[config.mk]
export PLATFORM = sky130hd
export DESIGN_NAME = clic_ip_gateway
export DESIGN_NICKNAME = d
export VERILOG_FILES = /design/src/rtl/clic_ip_gateway.sv
export SDC_FILE = /design/constraint.sdc
export NUM_CORES = 1
export LEC_CHECK = 0
export BUFFER_PORTS_ARGS = -buffer_cell sky130_fd_sc_hd__buf_2
export CAP_MARGIN = 5
export CELL_PAD_IN_SITES_DETAIL_PLACEMENT = 1
export CELL_PAD_IN_SITES_GLOBAL_PLACEMENT = 2
export CORE_ASPECT_RATIO = 0.7
export CORE_MARGIN = 3
export CORE_UTILIZATION = 28
export DETAILED_ROUTE_END_ITERATION = 8
export GPL_TIMING_DRIVEN = 0
export PLACE_DENSITY = 0.85
export REMOVE_ABC_BUFFERS = 1
export SLEW_MARGIN = 20
export SYNTH_ARGS = -nofsm -noshare
export SYNTH_HDL_FRONTEND = slang
export SYNTH_SLANG_ARGS = --single-unit
[constraint.sdc]
create_clock -name clk_i -period 0.8 [get_ports clk_i]
set_input_delay 0.08 -clock clk_i [delete_from_list [all_inputs] [get_ports clk_i]]
set_output_delay 0.08 -clock clk_i [all_outputs]
set_load 0.05 [all_outputs]
[src/rtl/clic_ip_gateway.sv]
// clic_ip_gateway: per-source interrupt pending gateway with synchronizer, edge/level trigger, claim clear and missed-edge flag
module clic_ip_gateway #(
   parameter int N_SOURCE    = 32,
   parameter int SYNC_STAGES = 2,
   parameter int IdWidth     = (N_SOURCE > 1) ? $clog2(N_SOURCE) : 1
) (
   input  logic                clk_i,
   input  logic                rst_ni,
   input  logic [N_SOURCE-1:0] intr_src_i,
   input  logic [N_SOURCE-1:0] le_i,
   input  logic [N_SOURCE-1:0] sw_set_i,
   input  logic [N_SOURCE-1:0] sw_clr_i,
   input  logic                claim_valid_i,
   input  logic [IdWidth-1:0]  claim_id_i,
   output logic [N_SOURCE-1:0] ip_o,
   output logic [N_SOURCE-1:0] missed_o
);
   logic [N_SOURCE-1:0] sync_q [SYNC_STAGES];
   logic [N_SOURCE-1:0] sync, prev, rise, pend, claim_hit, set, clr;

   assign sync = sync_q[SYNC_STAGES-1];
   assign rise = sync & ~prev;

   // raw lines pass through the synchronizer chain; prev tracks sync in both modes
   always_ff @(posedge clk_i or negedge rst_ni) begin
      if (!rst_ni) begin
         for (int s = 0; s < SYNC_STAGES; s++) sync_q[s] <= '0;
         prev <= '0;
      end else begin
         sync_q[0] <= intr_src_i;
         for (int s = 1; s < SYNC_STAGES; s++) sync_q[s] <= sync_q[s-1];
         prev <= sync;
      end
   end

   // one-hot claim decode; ids beyond the last source match nothing
   always_comb begin
      claim_hit = '0;
      for (int i = 0; i < N_SOURCE; i++) claim_hit[i] = claim_valid_i && (claim_id_i == IdWidth'(i));
   end

   assign set  = rise | sw_set_i;
   assign clr  = sw_clr_i | claim_hit;
   assign ip_o = (le_i & pend) | (~le_i & sync);

   // edge-mode pending with set priority; level mode flushes pend and freezes missed
   always_ff @(posedge clk_i or negedge rst_ni) begin
      if (!rst_ni) begin
         pend     <= '0;
         missed_o <= '0;
      end else begin
         pend     <= le_i & (set | (pend & ~clr));
         missed_o <= (le_i & rise & pend & ~clr) | (missed_o & ~(le_i & sw_clr_i));
      end
   end
endmodule

==> impl_metrics.ini <==
[die]
core_um2 = 20300
row_count = 43
die-width_um = 180
fp.dieArea_um2 = 23100
die-height_um = 128
io_pins = 200
start_util = 0.293

[setup_path]
crit_fanout = 2
crit_required_ns = 0.72
timing.rr.start = sync[28]
critPathArrivalTime_ns = 1.24
worstSetupStartpointType = flip-flop
crit_type = flip-flop to primary output
critPathCaptureType = primary output
startpoint = sync[30]

[cells_and_area]
drive_gt1_frac = 0.511
nFillCells = 2095
multi_input_area_um2 = 2450
regArea_um2 = 4000
nNetsFinal = 1048
syn2layout_area_growth_pct = 84.0
post-route-util = 0.539

[timing]
min_period_ns = 1.32
setup_ws_ns = -0.521
max_freq_mhz = 757
final-setup-viol-count = 130
setup_tns_ns = -33.55
relSlewSlack = 0.561
fin_crit_sh = 1.65
skew_ns = 0.0107
hold_viol = 81
final_max_slew_viol_count = 0
tightest_slew_ns = 0.658
hold_ws_ns = -0.378
rsz0062_at_grt = true

[logic_synthesis]
syn_inst = 505
yosys_warnings = 0
ys_types = 21
synth-main-ff-cell = dfrtp_1
yosysTopAreaCell = dfrtp_1
synth_area_per_cell_um2 = 11.8
synth_most_common_cell = dfrtp_1
synthTopCellsByArea = dfrtp_1, o21ai_0, o2111ai_1, a22oi_1, inv_1
synth-edff-count = 0
synth-seq-cells = 160
netlist_area_um2 = 5960
synth_top_cells_by_count = dfrtp_1, o21ai_0, inv_1
async_reset_ff_frac = 1.00
yosysSeqAreaShare = 0.672
synth_top_area_frac = 0.672

[grt]
track_usage = 0.200
antenna_found_initial = 2
gr-usage-met1 = 0.229
overflow = 0
met3_usage = 0.0579
grt_max_degree = 82
grt_pass1_wl_um = 36000
busiest_layer = met2
grt_pass1_vias = 6646
grtUsageMet2 = 0.365

[detailed_routing]
vias = 5696
drtPass1Iterations = 6
via_per_inst = 4.76
drt-total-wl_um = 24000
drc = 0
drt-wirelength-per-cell_um = 20.0
ant_nets = 0
drt_iter0_drc = 222

[clocking]
cts_htree_levels = 4
cts.path.max_buffers = 2
tritoncts = built
cts_sinks = 160
cts_root_buffer = clkbuf_16
cts_buffers = 17
clk-insertion-delay-late_ns = 0.42
cts_hold_buf = 128
clk_pin_slew_ns = 0.07

[placement]
dp_hpwl_um = 12400
port_buffers = 199
globalplace.congestion = 0.773

[hold_path]
hold_path_class = input port to asynchronous set/reset pin

[pwr]
total_power_mw = 21.5
vdd_drop_max_mv = 0.971
p_leak_nw = 5.22
power_density_nw_per_um2 = 1960

[run]
maxCapViolCount = 0

[status]
violations = negative hold slack, negative setup slack
status = complete, but fails checks
-- timing repair --
action	4_1_cts	5_1_grt
resized for setup	335	99
hold endpoints to repair	175	82
buffers inserted	46	36
endpoints found under the setup margin	128	128
pin swaps	79	38
-- layer usage --
metal | vias to the layer above | share of wire
li1 | 2598 | -
met1 | 2883 | 0.39
met2 | 178 | 0.53
met3 | 35 | 0.060
met4 | 2 | 0.015
met5 | - | 0.00029
-- final cells by class --
| cell class | count | share of cell area |
|---|---|---|
| Inverter | 60 | 0.0205 |
| Tap cell | 270 | 0.0308 |
| Multi-Input combinational cell | 272 | 0.223 |
| Sequential cell | 160 | 0.365 |
| Clock buffer | 19 | 0.0404 |
| Clock inverter | 13 | 0.0106 |
| Timing Repair Buffer | 401 | 0.309 |
| Antenna cell | 2 | 0.000456 |
-- metrics by stage --
step	setup WS (ns)	instance area [um^2]	cells
final	-0.521	11000	1197
after global routing	-0.566	11000	1196
after CTS	-0.551	10400	1166
after detailed placement	-0.753	7270	962
after global placement	-2.89	7230	961
after floorplan	-0.742	5890	492
-- path summary, 6_finish.rpt --
check                                   to  slack, ns  cells after the start
worst max-delay path              ip_o[30]      -0.52                      2
worst min-delay path            sync_q[53]      -0.38                      1
worst max register to register    pend[28]      -0.33                      5
worst min register to register    sync[22]       0.35                      0
max in group asynchronous       sync_q[45]       0.32                      2
min in group clk_i                pend[27]      -0.01                      3
-- power by group --
part	switching (mW)	internal, mW	leakage, nW
Combinational	2.58	2.08	3.01
Sequential	0.397	8.62	1.94
Clock	3.68	4.19	0.276
-- worst max-delay path, cell delays in order (launching register included) --
cell	delay, ns
dfrtp_1	0.39
mux2_2	0.28
buf_6	0.15
-- kinds of logic after synthesis --
group / count (synthesis) / share of synthesized area
flops: 160 / 0.672
buf+inv: 73 / 0.0491
compound gates: 156 / 0.179
simple gates: 114 / 0.0963
mux: 2 / 0.00378
-- sequential cells by signal, indices dropped and copies added (netlist names) --
register / flops
missed_o: 32
pend: 32
prev: 32
sync: 32
sync_q: 32
-- placed cells by master, fill, tap and decap left out, types with 10 or more instances in the layout --
cell,instances
a22oi_1,22
buf_2,134
buf_4,53
buf_6,82
clkbuf_16,17
dfrtp_1,160
dlygate4sd3_1,109
dlymetal6s4s_1,19
inv_1,54
nand2_1,14
nand2_2,21
nor2_1,32
nor2b_4,32
o2111ai_2,29
o21ai_1,10
o21ai_2,54
o31ai_1,21
(Power assumes the default switching activity.)
